### src/rtl/uart_pkg.sv
// Shared types and constants for the UART receiver.
// UART_RX_PARITY_EN adds the parity state to the FSM encoding.
package uart_pkg;

  localparam int unsigned UART_DEFAULT_PRESCALER = 200;

  typedef enum logic [2:0] {
    StIdle,
    StStart,
    StData,
`ifdef UART_RX_PARITY_EN
    StParity,
`endif
    StStop,
    StBreak
  } uart_state_e;

endpackage

### src/rtl/uart_rx_if.sv
// Received-byte handshake plus error pulses between the UART receiver and its consumer.
interface uart_rx_if #(
  parameter int unsigned DATA_BITS = 8
);
  logic [DATA_BITS-1:0] O_DATA;
  logic                 O_VALID;
  logic                 I_READY;
  logic                 O_FRAME_ERR;
  logic                 O_OVERRUN;
  logic                 O_PARITY_ERR;

  modport master (
    output O_DATA,
    output O_VALID,
    input  I_READY,
    output O_FRAME_ERR,
    output O_OVERRUN,
    output O_PARITY_ERR
  );

  modport slave (
    input  O_DATA,
    input  O_VALID,
    output I_READY,
    input  O_FRAME_ERR,
    input  O_OVERRUN,
    input  O_PARITY_ERR
  );
endinterface

### src/rtl/uart_sync2.sv
// Two-flop synchronizer for an asynchronous single-bit input; both flops reset to RESET_VALUE.
module uart_sync2 #(
  parameter logic RESET_VALUE = 1'b1
) (
  input  logic clk_i,
  input  logic rst_i,
  input  logic d_i,
  output logic q_o
);
  logic meta_q;
  logic sync_q;

  always_ff @(posedge clk_i) begin
    if (rst_i) begin
      meta_q <= RESET_VALUE;
      sync_q <= RESET_VALUE;
    end else begin
      meta_q <= d_i;
      sync_q <= meta_q;
    end
  end

  assign q_o = sync_q;
endmodule

### src/rtl/uart_rx.sv
// UART receiver: 8N1-style frames into a single-entry holding register with error pulses.
// Define UART_RX_PARITY_EN to receive and check an even parity bit after the data bits.
module uart_rx
  import uart_pkg::*;
#(
  parameter int unsigned PRESCALER = UART_DEFAULT_PRESCALER,
  parameter int unsigned DATA_BITS = 8
) (
  input  logic      CLK,
  input  logic      RST,
  input  logic      UART_RX,
  uart_rx_if.master rx_bus
);
  localparam int unsigned    CntW     = $clog2(PRESCALER);
  localparam int unsigned    BitW     = $clog2(DATA_BITS + 1);
  localparam logic [CntW-1:0] HalfLoad = CntW'(PRESCALER / 2 - 1);
  localparam logic [CntW-1:0] FullLoad = CntW'(PRESCALER - 1);
  localparam logic [BitW-1:0] LastBit  = BitW'(DATA_BITS - 1);

  if (PRESCALER < 4) begin : g_bad_prescaler
    $fatal(1, "uart_rx: PRESCALER must be at least 4");
  end

  uart_state_e          state_q, state_d;
  logic                 line_s, line_q;
  logic [CntW-1:0]      cnt_q, cnt_d;
  logic [BitW-1:0]      bit_q, bit_d;
  logic [DATA_BITS-1:0] shreg_q, shreg_d;
  logic [DATA_BITS-1:0] data_q, data_d;
  logic                 valid_q, valid_d;
  logic                 frame_err_q, frame_err_d;
  logic                 overrun_q, overrun_d;
  logic                 frame_done;
  logic                 expired;
`ifdef UART_RX_PARITY_EN
  logic                 par_bad_q, par_bad_d;
  logic                 parity_err_q, parity_err_d;
`endif

  uart_sync2 #(
    .RESET_VALUE (1'b1)
  ) u_sync (
    .clk_i (CLK),
    .rst_i (RST),
    .d_i   (UART_RX),
    .q_o   (line_s)
  );

  assign expired = (cnt_q == '0);

  always_comb begin
    state_d     = state_q;
    cnt_d       = cnt_q;
    bit_d       = bit_q;
    shreg_d     = shreg_q;
    frame_done  = 1'b0;
    frame_err_d = 1'b0;
`ifdef UART_RX_PARITY_EN
    par_bad_d    = par_bad_q;
    parity_err_d = 1'b0;
`endif
    unique case (state_q)
      StIdle: begin
        // line_q is the previous synchronized sample, so this is a true falling edge
        if (line_q && !line_s) begin
          state_d = StStart;
          cnt_d   = HalfLoad;
          bit_d   = '0;
`ifdef UART_RX_PARITY_EN
          par_bad_d = 1'b0;
`endif
        end
      end
      StStart: begin
        if (!expired) begin
          cnt_d = cnt_q - CntW'(1);
        end else if (!line_s) begin
          state_d = StData;
          cnt_d   = FullLoad;
        end else begin
          state_d = StIdle;
        end
      end
      StData: begin
        if (!expired) begin
          cnt_d = cnt_q - CntW'(1);
        end else begin
          shreg_d = {line_s, shreg_q[DATA_BITS-1:1]};
          bit_d   = bit_q + BitW'(1);
          cnt_d   = FullLoad;
          if (bit_q == LastBit) begin
`ifdef UART_RX_PARITY_EN
            state_d = StParity;
`else
            state_d = StStop;
`endif
          end
        end
      end
`ifdef UART_RX_PARITY_EN
      StParity: begin
        if (!expired) begin
          cnt_d = cnt_q - CntW'(1);
        end else begin
          parity_err_d = (line_s != ^shreg_q);
          par_bad_d    = (line_s != ^shreg_q);
          cnt_d        = FullLoad;
          state_d      = StStop;
        end
      end
`endif
      StStop: begin
        if (!expired) begin
          cnt_d = cnt_q - CntW'(1);
        end else if (line_s) begin
          state_d = StIdle;
`ifdef UART_RX_PARITY_EN
          frame_done = !par_bad_q;
`else
          frame_done = 1'b1;
`endif
        end else begin
          frame_err_d = 1'b1;
          state_d     = StBreak;
        end
      end
      StBreak: begin
        if (line_s) state_d = StIdle;
      end
      default: state_d = StIdle;
    endcase
  end

  // Single-entry holding register; a same-cycle transfer frees the slot for the new byte.
  always_comb begin
    data_d    = data_q;
    valid_d   = valid_q;
    overrun_d = 1'b0;
    if (valid_q && rx_bus.I_READY) valid_d = 1'b0;
    if (frame_done) begin
      if (!valid_q || rx_bus.I_READY) begin
        data_d  = shreg_q;
        valid_d = 1'b1;
      end else begin
        overrun_d = 1'b1;
      end
    end
  end

  always_ff @(posedge CLK) begin
    if (RST) begin
      state_q     <= StIdle;
      line_q      <= 1'b1;
      cnt_q       <= '0;
      bit_q       <= '0;
      shreg_q     <= '0;
      data_q      <= '0;
      valid_q     <= 1'b0;
      frame_err_q <= 1'b0;
      overrun_q   <= 1'b0;
    end else begin
      state_q     <= state_d;
      line_q      <= line_s;
      cnt_q       <= cnt_d;
      bit_q       <= bit_d;
      shreg_q     <= shreg_d;
      data_q      <= data_d;
      valid_q     <= valid_d;
      frame_err_q <= frame_err_d;
      overrun_q   <= overrun_d;
    end
  end

`ifdef UART_RX_PARITY_EN
  always_ff @(posedge CLK) begin
    if (RST) begin
      par_bad_q    <= 1'b0;
      parity_err_q <= 1'b0;
    end else begin
      par_bad_q    <= par_bad_d;
      parity_err_q <= parity_err_d;
    end
  end

  assign rx_bus.O_PARITY_ERR = parity_err_q;
`else
  assign rx_bus.O_PARITY_ERR = 1'b0;
`endif

  assign rx_bus.O_DATA      = data_q;
  assign rx_bus.O_VALID     = valid_q;
  assign rx_bus.O_FRAME_ERR = frame_err_q;
  assign rx_bus.O_OVERRUN   = overrun_q;
endmodule

### src/flat_wrapper.sv
// flat-port wrapper written by rule: the top's interface ports become plain ports
module uart_rx_flat import uart_pkg::*;
#(
  parameter int unsigned PRESCALER = UART_DEFAULT_PRESCALER,
  parameter int unsigned DATA_BITS = 8
)
  (CLK, RST, UART_RX, rx_bus_O_DATA, rx_bus_O_VALID, rx_bus_I_READY, rx_bus_O_FRAME_ERR, rx_bus_O_OVERRUN, rx_bus_O_PARITY_ERR);
  uart_rx_if #(.DATA_BITS(DATA_BITS)) rx_bus_i ();
  input  logic CLK;
  input  logic RST;
  input  logic UART_RX;
  output wire logic [$bits(rx_bus_i.O_DATA)-1:0] rx_bus_O_DATA;
  output wire logic [$bits(rx_bus_i.O_VALID)-1:0] rx_bus_O_VALID;
  input wire logic [$bits(rx_bus_i.I_READY)-1:0] rx_bus_I_READY;
  output wire logic [$bits(rx_bus_i.O_FRAME_ERR)-1:0] rx_bus_O_FRAME_ERR;
  output wire logic [$bits(rx_bus_i.O_OVERRUN)-1:0] rx_bus_O_OVERRUN;
  output wire logic [$bits(rx_bus_i.O_PARITY_ERR)-1:0] rx_bus_O_PARITY_ERR;
  assign rx_bus_O_DATA = rx_bus_i.O_DATA;
  assign rx_bus_O_VALID = rx_bus_i.O_VALID;
  assign rx_bus_i.I_READY = rx_bus_I_READY;
  assign rx_bus_O_FRAME_ERR = rx_bus_i.O_FRAME_ERR;
  assign rx_bus_O_OVERRUN = rx_bus_i.O_OVERRUN;
  assign rx_bus_O_PARITY_ERR = rx_bus_i.O_PARITY_ERR;
  uart_rx #(.PRESCALER(PRESCALER), .DATA_BITS(DATA_BITS)) u_core (.CLK(CLK), .RST(RST), .UART_RX(UART_RX), .rx_bus(rx_bus_i));
endmodule
### config.mk
export PLATFORM = sky130hd
export DESIGN_NAME = uart_rx_flat
export DESIGN_NICKNAME = d
export VERILOG_FILES = /design/src/rtl/uart_pkg.sv /design/src/rtl/uart_rx_if.sv /design/src/rtl/uart_sync2.sv /design/src/rtl/uart_rx.sv /design/src/flat_wrapper.sv
export SDC_FILE = /design/constraint.sdc
export NUM_CORES = 1
export LEC_CHECK = 0
export BUFFER_PORTS_ARGS = -buffer_cell sky130_fd_sc_hd__clkbuf_2
export CAP_MARGIN = 5
export CORE_UTILIZATION = 25
export CTS_CLUSTER_SIZE = 16
export DETAILED_ROUTE_END_ITERATION = 8
export PLACE_DENSITY_LB_ADDON = 0.12
export SKIP_LAST_GASP = 1
export SLEW_MARGIN = 20
export SYNTH_ARGS = -nofsm -noshare
export SYNTH_HDL_FRONTEND = slang
export SYNTH_SLANG_ARGS = --single-unit
### constraint.sdc
create_clock -name CLK -period 1.7 [get_ports CLK]
set_input_delay 0.255 -clock CLK [delete_from_list [all_inputs] [get_ports CLK]]
set_output_delay 0.255 -clock CLK [all_outputs]
set_load 0.005 [all_outputs]
## Yosys cells after proc, flatten, opt, wreduce, memory -nomap -nowiden

Index checks and enable logic that the tools add are counted.

| storage, ports and cells | value |
|---|---|
| logic and storage cells | 71 |
| bits of input ports | 4 |
| output and inout port bits | 12 |
| memory bits (read-only) | 0 |
| register bits after elaboration | 37 |
| memories kept | 0 |
| latch bits | 0 |
| memory bits (writable) | 0 |

| operators by class | value |
|---|---|
| equal/unequal tests | 13 |
| $add $sub $neg | 2 |
| bitwise logic cells | 3 |
| shift operators | 0 |
| magnitude comparators | 0 |
| reductions and logical operators | 16 |
| div/mod/pow operators | 0 |
| multipliers | 0 |
| mux-type cells | 26 |

Operator list:

| kind | number |
|---|---|
| 8-bit 2-to-1 mux | 5 |
| 8-bit case mux with 4 select lines | 1 |
| 3-bit 2-to-1 mux | 7 |
| 3-bit case mux with 5 select lines | 1 |
| 2-bit by 1-bit != test with 1-bit output (second input constant) | 5 |
| 8-bit logical NOT | 1 |
| 1-bit 2-to-1 mux | 8 |
| 4-bit 2-to-1 mux | 2 |
| 4-bit case mux with 2 select lines | 1 |
| 8-bit by 1-bit subtractor with 8-bit output (second input constant) | 1 |
| 3-bit by 2-bit equality test with 1-bit output (second input constant) | 2 |
| 6-bit AND reduction | 1 |
| 4-bit by 1-bit adder with 4-bit output (second input constant) | 1 |
| 4-bit by 3-bit equality test with 1-bit output (second input constant) | 1 |
| 2-bit != test (second input constant) | 2 |
| 2-bit AND reduction | 2 |
| 4-bit AND reduction | 1 |
| 4-bit nonzero test | 1 |
| 3-bit by 1-bit equality test with 1-bit output (second input constant) | 1 |
| 3-bit equality test (second input constant) | 1 |
| 3-bit logical NOT | 1 |
| 3-bit != test (second input constant) | 1 |
| 1-bit inverter | 3 |
| 3-bit AND reduction | 1 |
| other kinds (7) | 9 |

## Longest topological paths before layout

| depth | value |
|---|---|
| word-level depth | 5 |
| gate-level depth with buffers | 7 |
| gate-level depth less buffers | 6 |

## Cells and area by module

A second synthesis with hierarchy kept.

| unflattened totals | value |
|---|---|
| cell total of the unflattened synthesis | 192 |
| area, all modules | 1,740.4 sq um |

By module, submodules not included:

| module | sequential area each (sq um) | instances | area an instance (sq um) | cells each |
|---|---|---|---|---|
| uart_rx | 700.7 | 1 | 1,687.9 | 188 |
| uart_sync2 | 40.0 | 1 | 52.6 | 4 |

## Least setup slack after synthesis

Ideal clock, no wire load.

| path | value |
|---|---|
| path type | flip-flop to flip-flop |
| from | register u_core.cnt_q[1] |
| to | register u_core.shreg_q[5] |
| cell stages (with the launch flop) | 8 |
| arrival time | 1,776 ps |
| setup time | 128 ps |
| data required time | 1,572 ps |
| clock period less this slack | 1,904 ps |
| path slack | -204 ps |
| cells stage by stage | dfxtp_1 > inv_1 > ha_1 > or4b_4 > nor4_4 > buf_6 > mux2i_1 > nor2_1 |

| on the way | value |
|---|---|
| cells in the longest elaborated chain, start to end | 2 |

RTL lines:

| what | RTL line | RTL |
|---|---|---|
| start: declaration | uart_rx.sv:26 | `logic [CntW-1:0] cnt_q, cnt_d;` |
| start signal: assignment | uart_rx.sv:164 | `cnt_q <= cnt_d;` |
| 8-bit logical NOT | uart_rx.sv:49 | `assign expired = (cnt_q == '0);` |
| 2-bit AND reduction (no line) | -- |  |
| end signal: assignment | uart_rx.sv:166 | `shreg_q <= shreg_d;` |
| end: declaration | uart_rx.sv:28 | `logic [DATA_BITS-1:0] shreg_q, shreg_d;` |

No other way between the ends.
A chain may end at the register's enable or synchronous reset.

## Worst setup path in the final report

| path | value |
|---|---|
| from | register u_core.cnt_q[1] |
| to | register u_core.state_q[1] |

| on the way | value |
|---|---|
| cells in the longest elaborated chain, start to end | 3 |
| elaborated cells on any way between the ends | 5 |

RTL lines:

| what | RTL line | RTL |
|---|---|---|
| 8-bit logical NOT (*) | uart_rx.sv:49 |  |
| 2-bit by 1-bit != test with 1-bit output (no line) | -- |  |
| 6-bit AND reduction (no line) (*) | -- |  |
| end signal: assignment | uart_rx.sv:152 | `state_q <= StIdle;` |
| end signal: assignment | uart_rx.sv:162 | `state_q <= state_d;` |
| end: declaration | uart_rx.sv:24 | `uart_state_e state_q, state_d;` |

Mark *: on every way between the ends. The rest lies on a longest branch, timed or not.

==> reports/metrics.yaml <==
status: "finished, violations left"
violations: "negative setup slack"
area_growth_pct: 44.1
grt_max_degree: 17
grt_pass1_vias: 1462
die_y_um: 85.7
postPlaceCellArea_um2: 2190
period_share_pct: 110
drv_slew: 0
cts_tree: "yes"
clock_latency_ps: 300
arrival_ps: 2060
yosysUniqueCellTypes: 47
final.min_clock_period_ps: 1860
wl_per_cell_um: 13.6
num_antenna_cells: 0
p_int_w: 0.00163
fin_area_um2: 2520
ios: 16
fill_cells: 708
syn_area_per_cell_um2: 9.37
crit_type: "register to register"
clock_path_buffers: 2
finalNetCount: 246
clock_sinks: 37
synth_edf_count: 0
cts_max_level: 2
end_kind: "register"
rsz0062_at_grt: "true"
initial_core_util_pct: 25.8
totalWireLength_um: 4590
p_seq_share_pct: 39.8
port_buffers: 14
grt_pass1_wl_um: 7390
drive_gt1_share_pct: 40.7
placementRows: 30
synthCells: 187
die-area_um2: 7350
grt_usage_pct: 13.1
ir_drop_mv: 0.307
synthFlopType: "dfxtp_1"
cts-root-buf: "clkbuf_8"
vias_per_cell: 4.56
p_per_area_nw_per_um2: 896
power_frac_clock_pct: 36.4
grt_overflow: 0
vias: 1537
max-cap-violations: 0
comb_power_share_pct: 23.8
cp.required_ps: 1900
p_switching_w: 0.000632
fin_total_pwr_w: 0.00226
drc: 0
yosys_register_bits: 37
core_um2: 6790
numCtsBuffers: 5
fin_worst_skew_ps: 11.8
start_kind: "register"
grt_antenna_before_repair: 0
fmax_ghz: 0.536
p_leak_nw: 1.02
path_clk_slew_ps: 90
die_x_um: 85.7
final_antenna_net_count: 0
synth_area_um2: 1750
hp-class: "input pin to register"
layout_setup_ws_ps: -165
syn-num-nets: 193
yosysWarnings: 0
globalplace.congestion: 0.787
setup_viol_count_final: 25
synthArstFlopShare_pct: 0
critPathMaxFanout: 4
drt-initial-drc-count: 58
synth_seq_area_share_pct: 42.3
hpwlAfterDp_um: 3240
swShare_pct: 27.9
first_pass_iters: 4
hold_viol: 0
-- sequential cells by signal, indices dropped and copies added, names as in the netlist --
register and count:
u_core.u_sync.meta_q 1, u_core.u_sync.q_o 1, u_core.rx_bus.O_FRAME_ERR 1, u_core.rx_bus.O_DATA 8, u_core.bit_q 4, u_core.shreg_q 8
u_core.cnt_q 8, u_core.rx_bus.O_OVERRUN 1, u_core.state_q 3, u_core.line_q 1, u_core.rx_bus.O_VALID 1
-- placed cells by master, fill, tap and decap left out, types with 3 or more instances in the layout --
master,count
a21oi_1,8
buf_4,33
buf_6,7
nand2b_1,4
nor2_1,27
nor3_1,4
o21ai_0,3
clkbuf_2,14
a31oi_1,3
mux2i_1,17
clkbuf_8,6
nand3_1,3
or2_2,4
nand2_1,9
nand3b_1,3
a21oi_2,3
dfxtp_1,35
-- power groups by stage --
stage               clock, W  sequential (W)  combinational [W]
finish              0.000823        0.000900           0.000539
CTS                 0.000847        0.000900           0.000432
global placement           0        0.000921           0.000417
floorplan                  0        0.000925           0.000219
global route        0.000891        0.000903           0.000578
detailed placement         0        0.000920           0.000412
-- cell usage after synthesis, types with 2 or more instances --
cell | count | share of area (%)
o31ai_1 | 3 | 1.3
clkbuf_1 | 7 | 1.5
inv_1 | 4 | 0.86
ha_1 | 2 | 1.4
a31oi_1 | 4 | 1.4
a21oi_1 | 11 | 3.1
mux2i_1 | 17 | 9.7
nor4b_1 | 2 | 1.0
nand2b_1 | 4 | 1.4
nand3_1 | 3 | 0.86
o21ai_0 | 4 | 1.1
a211oi_1 | 2 | 0.86
nor4b_4 | 2 | 2.7
dfxtp_1 | 37 | 42
a21o_1 | 2 | 0.86
nand3b_1 | 3 | 1.3
nor3_1 | 6 | 1.7
nor2_1 | 28 | 6.0
nand2_1 | 10 | 2.1
or2_2 | 4 | 1.4
nand4b_1 | 2 | 1.0
o21bai_1 | 2 | 0.86
nand4_1 | 2 | 0.71
nor3b_1 | 2 | 0.86
a311oi_1 | 2 | 1.0
-- final cells by class --
cell class	instances	area, um2	share of cell area (%)
inverter	4	15.0	0.595
timing repair buffer	56	437	17.3
tap	96	120	4.76
sequential	37	743	29.4
clock inverter	2	37.5	1.49
clock buffer	6	82.6	3.27
multi-input combinational	136	1090	43.2
-- through the flow --
step | worst slack [ps] | TNS [ps] | hold WS (ps) | std cells | util [%]
6_report | -165 | -1770 | 148 | 337 | 37.2
5_1_grt | -227 | -4270 | 142 | 337 | 37.2
4_1_cts | -178 | -1990 | 142 | 333 | 34.7
3_5_place_dp | -168 | -1870 | 399 | 321 | 32.2
3_3_place_gp | -150 | -1490 | 393 | 321 | 32.2
2_1_floorplan | -74.4 | -597 | 359 | 187 | -
-- worst max-delay path, stage by stage, from the launching register on --
cell and delay, ps:
dfxtp_2 330, inv_2 70, ha_4 120, or4b_4 510, buf_6 150, nor2_4 130
o221ai_4 130, mux2_4 320
-- cell families (layout without fill, tap and decap cells) --
group                    after synthesis  after routing  share of synthesized area (%)
buffers and inverters                 14             68                           3.71
AO/OA/AOI/OAI                         40             40                           16.4
multiplexers                          18             18                           10.4
other                                  1              1                          0.214
AND/OR/NAND/NOR                       74             74                           25.1
flip-flops                            37             37                           42.3
adder cells (fa/ha/maj)                3              3                           2.00
-- path summary, 6_finish.rpt --
check,endpoint,slack (ps),from,depth (start not counted)
min reg2reg,u_core.u_sync.q_o$_SDFF_PP1_,420,u_core.u_sync.meta_q$_SDFF_PP1_,1
max,u_core.state_q[1]$_SDFFE_PP0P_,-160,u_core.cnt_q[1]$_SDFFE_PP0P_,7
min,u_core.u_sync.meta_q$_SDFF_PP1_,150,UART_RX,2
max reg2reg,u_core.state_q[1]$_SDFFE_PP0P_,-160,u_core.cnt_q[1]$_SDFFE_PP0P_,7
-- what timing repair did --
action / 4_1_cts / 5_1_grt
hold buffers: 0 / 0
setup buffers: 4 / 4
pin swaps: 9 / 17
resized for setup: 4 / 28
endpoints found under the setup margin: 24 / 33
-- routing by layer --
metal  part of all wire (%)  track usage [%]
met2                     44             19.0
met3                    2.5             3.46
met5                      0                0
met4                    1.6             4.70
met1                     52             18.7
No activity file was read; power rests on OpenSTA's default activity.
